<file path="src/rtl/fetch_prefetch_unit.sv">
// fetch_prefetch_unit
// Owns the program counter and issues reads to a synchronous program ROM
// whose data returns one cycle after the request. Returned bytes are
// buffered in a small circular prefetch queue. The head byte is presented
// to the control unit as a valid/take stream. A jump flushes the queue
// together with any read still in flight and restarts fetch at the target.
module fetch_prefetch_unit #(
    parameter int                 ADDR_W     = 8,
    parameter int                 DEPTH      = 4,
    parameter logic [ADDR_W-1:0]  RESET_ADDR = '0
) (
    input  logic              clk,
    input  logic              rst,
    output logic              rom_en,
    output logic [ADDR_W-1:0] rom_addr,
    input  logic [7:0]        rom_data,
    output logic [7:0]        byte_out,
    output logic              byte_valid,
    output logic [ADDR_W-1:0] byte_pc,
    input  logic              byte_take,
    input  logic              jump_en,
    input  logic [ADDR_W-1:0] jump_addr
);

    localparam int PTR_W = (DEPTH > 1) ? $clog2(DEPTH) : 1;
    localparam int CNT_W = $clog2(DEPTH + 1);

    // Fetch side: next address to request, plus the address of the read in flight
    logic [ADDR_W-1:0] r_fetch_pc;
    logic [ADDR_W-1:0] r_req_pc;
    logic              r_inflight;

    // Queue bookkeeping
    logic [PTR_W-1:0]  r_head;
    logic [PTR_W-1:0]  r_tail;
    logic [CNT_W-1:0]  r_count;

    // Queue storage: instruction byte and the ROM address it came from
    logic [7:0]        r_data_mem [DEPTH];
    logic [ADDR_W-1:0] r_pc_mem   [DEPTH];

    // Registered head view so the outputs hold their value while the queue is empty
    logic [7:0]        r_byte_out;
    logic [ADDR_W-1:0] r_byte_pc;

    // Combinational control
    logic [CNT_W:0]    w_occupancy;
    logic              w_rom_en;
    logic              w_capture;
    logic              w_pop;
    logic [PTR_W-1:0]  w_head_next;
    logic [CNT_W-1:0]  w_count_after_pop;
    logic [CNT_W-1:0]  w_count_next;
    logic [7:0]        w_head_data_next;
    logic [ADDR_W-1:0] w_head_pc_next;

    // The in-flight read reserves a queue slot, so a capture can never overflow.
    // A pop in the same cycle is deliberately not credited.
    assign w_occupancy       = {1'b0, r_count} + (CNT_W + 1)'(r_inflight);
    assign w_rom_en          = !rst && !jump_en && (w_occupancy < (CNT_W + 1)'(DEPTH));
    assign w_capture         = r_inflight && !jump_en;
    assign w_pop             = byte_take && (r_count != '0) && !jump_en;
    assign w_head_next       = r_head + PTR_W'(w_pop);
    assign w_count_after_pop = r_count - CNT_W'(w_pop);
    assign w_count_next      = w_count_after_pop + CNT_W'(w_capture);

    // Select the byte that will sit at the head after this edge
    always_comb begin
        // NOTE: every always_comb output gets a default first so no path can infer a latch.
        w_head_data_next = r_byte_out;
        w_head_pc_next   = r_byte_pc;
        if (w_count_next != '0) begin
            if (w_count_after_pop == '0) begin
                // Queue drains to empty this edge, so the byte being captured becomes the head
                w_head_data_next = rom_data;
                w_head_pc_next   = r_req_pc;
            end else begin
                w_head_data_next = r_data_mem[w_head_next];
                w_head_pc_next   = r_pc_mem[w_head_next];
            end
        end
    end

    // Program counter and in-flight tracking
    always_ff @(posedge clk) begin
        // NOTE: sequential state uses non-blocking assignments so all registers update together at the edge.
        if (rst) begin
            r_fetch_pc <= RESET_ADDR;
            r_req_pc   <= RESET_ADDR;
            r_inflight <= 1'b0;
        end else if (jump_en) begin
            r_fetch_pc <= jump_addr;
            r_inflight <= 1'b0;
        end else begin
            r_inflight <= w_rom_en;
            if (w_rom_en) begin
                r_req_pc   <= r_fetch_pc;
                r_fetch_pc <= r_fetch_pc + 1'b1;
            end
        end
    end

    // Queue pointers and occupancy; reset and jump both flush
    always_ff @(posedge clk) begin
        if (rst || jump_en) begin
            r_head  <= '0;
            r_tail  <= '0;
            r_count <= '0;
        end else begin
            if (w_capture) begin
                r_tail <= r_tail + 1'b1;
            end
            r_head  <= w_head_next;
            r_count <= w_count_next;
        end
    end

    // Queue storage write on capture
    always_ff @(posedge clk) begin
        // NOTE: the storage array is not reset; entries are only read once count marks them valid.
        if (!rst && w_capture) begin
            r_data_mem[r_tail] <= rom_data;
            r_pc_mem[r_tail]   <= r_req_pc;
        end
    end

    // Head byte and its address, held while the queue is empty
    always_ff @(posedge clk) begin
        if (rst) begin
            r_byte_out <= 8'h00;
            r_byte_pc  <= RESET_ADDR;
        end else if (!jump_en) begin
            r_byte_out <= w_head_data_next;
            r_byte_pc  <= w_head_pc_next;
        end
    end

    assign rom_en     = w_rom_en;
    assign rom_addr   = r_fetch_pc;
    assign byte_valid = (r_count != '0);
    assign byte_out   = r_byte_out;
    assign byte_pc    = r_byte_pc;

endmodule

</file>
<file path="config.mk">
export PLATFORM = sky130hd
export DESIGN_NAME = fetch_prefetch_unit
export DESIGN_NICKNAME = d
export VERILOG_FILES = /design/src/rtl/fetch_prefetch_unit.sv
export SDC_FILE = /design/constraint.sdc
export NUM_CORES = 1
export LEC_CHECK = 0
export BUFFER_PORTS_ARGS = -buffer_cell sky130_fd_sc_hd__buf_4
export CORE_AREA = 2 2 77 115
export CTS_BUF_LIST = sky130_fd_sc_hd__clkbuf_8
export DETAILED_ROUTE_END_ITERATION = 8
export DIE_AREA = 0 0 79 117
export PLACE_DENSITY = 0.81
export SLEW_MARGIN = 20
export SYNTH_ARGS = -nofsm -noshare
export SYNTH_HDL_FRONTEND = slang
export SYNTH_SLANG_ARGS = --single-unit
</file>
<file path="constraint.sdc">
create_clock -name clk -period 3 [get_ports clk]
set_input_delay 0 -clock clk [delete_from_list [all_inputs] [get_ports clk]]
set_output_delay 0 -clock clk [all_outputs]
set_load 0.02 [all_outputs]
</file>
==> results_dict.tcl <==
set metrics [dict create \
    worst_pin_slew_ns 0.938 \
    synth_top_cell_by_area "edfxtp_1" \
    synth-edff-count 64 \
    gp_congestion 0.782 \
    clock_path_buffers 2 \
    final_area_mm2 0.00508 \
    coreArea_mm2 0.00831 \
    grt_overflow 0 \
    numPortBuffers 45 \
    cpPeakStageDelay_ns 0.41 \
    worstSetupEndpointType "flip-flop" \
    grt_use_total 0.196 \
    start_kind "flip-flop" \
    critPathKind "flip-flop to flip-flop" \
    drc 0 \
    syn_to_final_growth_pct 21.2 \
    fin_skew_ns 0.0126 \
    ys_types 39 \
    min_path_type "input port to flip-flop" \
    post_dp_cell_area_mm2 0.00465 \
    ctsHoldBuffers 25 \
    power_density_mw_per_mm2 512 \
    critical_path_arrival_ns 2.89 \
    clock_sinks 104 \
    grt_pass1_vias 2805 \
    cts_setup_buffers 0 \
    worst_path_max_delay_cell "or3_1" \
    antenna_found_initial 0 \
    status "finished, final reports clean" \
    num-fill-cells 654 \
    synth_area_leaders "edfxtp_1, dfxtp_1, mux2_2" \
    syn-num-nets 345 \
    crit_chain "or3_1 -> and3_1 -> ha_1 -> ha_1 -> and2_1 -> and2_1 -> buf_4 -> a222oi_1 -> a21oi_1" \
    netlist_area_mm2 0.00419 \
    fin_util 0.611 \
    peakVddDrop_mv 0.317 \
    path_buf_inv 1 \
    yosysSeqAreaShare 0.650 \
    avgRoutedWirePerCell_um 17.3 \
    drt_iter0_drc 292 \
    syn-instance-count 315 \
    slew-limit-headroom 0.375 \
    crit_family "simple AND/OR/NAND/NOR gates" \
    synth_flop_cell "edfxtp_1" \
    async_reset_ff_frac 0 \
    grt_pass1_wl_um 13800 \
    drv_slew 0 \
    ys_warn_count 0 \
    layout_common_cells "edfxtp_1, buf_4, dfxtp_1" \
    rsz0062_at_grt "no" \
    io_pins 46 \
    drt_pass1_iterations 8 \
    hold_viol 0 \
    via_count 2793 \
    h-tree-depth 3 \
    wirelength_um 8530 \
    die_w_um 79 \
    worst-path-max-fanout 16 \
    die_area_mm2 0.00924 \
    syn_area_per_cell_um2 13.3 \
    cts_resized 0 \
    rows 41 \
    start_util 0.504 \
    root_buffer "clkbuf_8" \
    ant_nets 0 \
    required_ns 3.24 \
    seq_area_mm2 0.00272 \
    clkSlewWorstSetupHoldPaths_ns 0.10 \
    max_freq_mhz 377 \
    die_h_um 117 \
    vias_per_cell 5.65 \
    cap_viol_max_count 0 \
    cts_tree "done" \
    netlist.area_leader.share 0.459 \
    min_period_ns 2.65 \
    final_common_cell "edfxtp_1" \
    clk_latency_ns 0.36 \
    setup_tns_ns 0 \
    power.leakage_uw 0.00191 \
    fin_nets 412 \
    cts_buffers 9 \
    grt_max_degree 33 \
    drive_gt1_frac 0.253 \
    post-route-period-util 0.884 \
    dp_hpwl_um 5170 \
    ys_ff_latch 104 \
    multi_input_area_mm2 0.00135 \
    antenna_cells_inserted 0 \
    setup-violations-final 0 \
]
[metrics by stage]
stage               std cells  hold WS, ns  setup slack (ns)  total power [uW]
floorplan                 315       0.0989             0.235              1720
global placement          453        0.210             0.481              1820
detailed placement        453        0.213             0.370              1820
CTS                       494       0.0636             0.349              2610
global route              494        0.108             0.143              2690
finish                    494       0.0821             0.349              2600
[where the power goes]
part | switching (uW) | total (uW) | leakage, uW | internal, uW
Clock | 473 | 784 | 0.0000914 | 311
Combinational | 127 | 243 | 0.000881 | 115
Sequential | 31.0 | 1570 | 0.000937 | 1540
[cell type report]
| class | instances | area share |
|---|---|---|
| Multi-Input combinational cell | 180 | 0.266 |
| Inverter | 12 | 0.00887 |
| Tap cell | 107 | 0.0264 |
| Clock inverter | 7 | 0.0103 |
| Sequential cell | 104 | 0.536 |
| Timing Repair Buffer | 75 | 0.128 |
| Clock buffer | 9 | 0.0244 |
[layer usage]
layer | GRT usage | part of all wire | up-vias
li1 | - | - | 1330
met1 | 0.231 | 0.40 | 1347
met2 | 0.353 | 0.53 | 103
met3 | 0.0360 | 0.056 | 13
met4 | 0.0770 | 0.014 | 0
met5 | 0 | 0 | -
[cells by family (layout without fill, tap and decap cells)]
kind of cell,Yosys count,after routing,share of synthesized area
AOI/OAI and AO/OA,77,77,0.118
xor gates and xnor gates,4,4,0.0117
adders and majority gates,10,10,0.0299
buffers and inverters,31,103,0.0305
DFF,104,104,0.650
muxes,33,33,0.0908
and+or+nand+nor,56,56,0.0687
[cells in the mapped netlist (5+ instances only)]
library cell,instances
edfxtp_1,64
dfxtp_1,40
mux2_2,30
a21oi_1,29
nand2_1,22
o21ai_0,20
a222oi_1,15
clkbuf_1,15
inv_1,12
ha_1,10
and3_1,7
and2_1,6
nor2_1,5
[final timing paths]
kind | start | to | slack [ns] | depth (start not counted)
worst max-delay path | r_count[2] | byte_pc[2] | 0.35 | 9
worst min-delay path | jump_en | rom_addr[1] | 0.08 | 3
worst max register to register | r_count[2] | byte_pc[2] | 0.35 | 9
worst min register to register | rom_addr[7] | r_req_pc[7] | 0.53 | 2
[sequential cells by signal, summed over array words and instances (netlist names)]
signal,flops
byte_pc,8
byte_out,8
r_req_pc,8
r_count,3
rom_addr,8
r_pc_mem,32
r_tail,2
r_inflight,1
r_head,2
r_data_mem,32
[worst reg2reg max path, delay by kind of cell (launching register included)]
family,cells,cell delay [ns]
simple gates,4,0.98
compound gates,2,0.54
fa+ha+maj,2,0.46
flops,1,0.37
buf+inv,1,0.20
(Power assumes the default switching activity.)
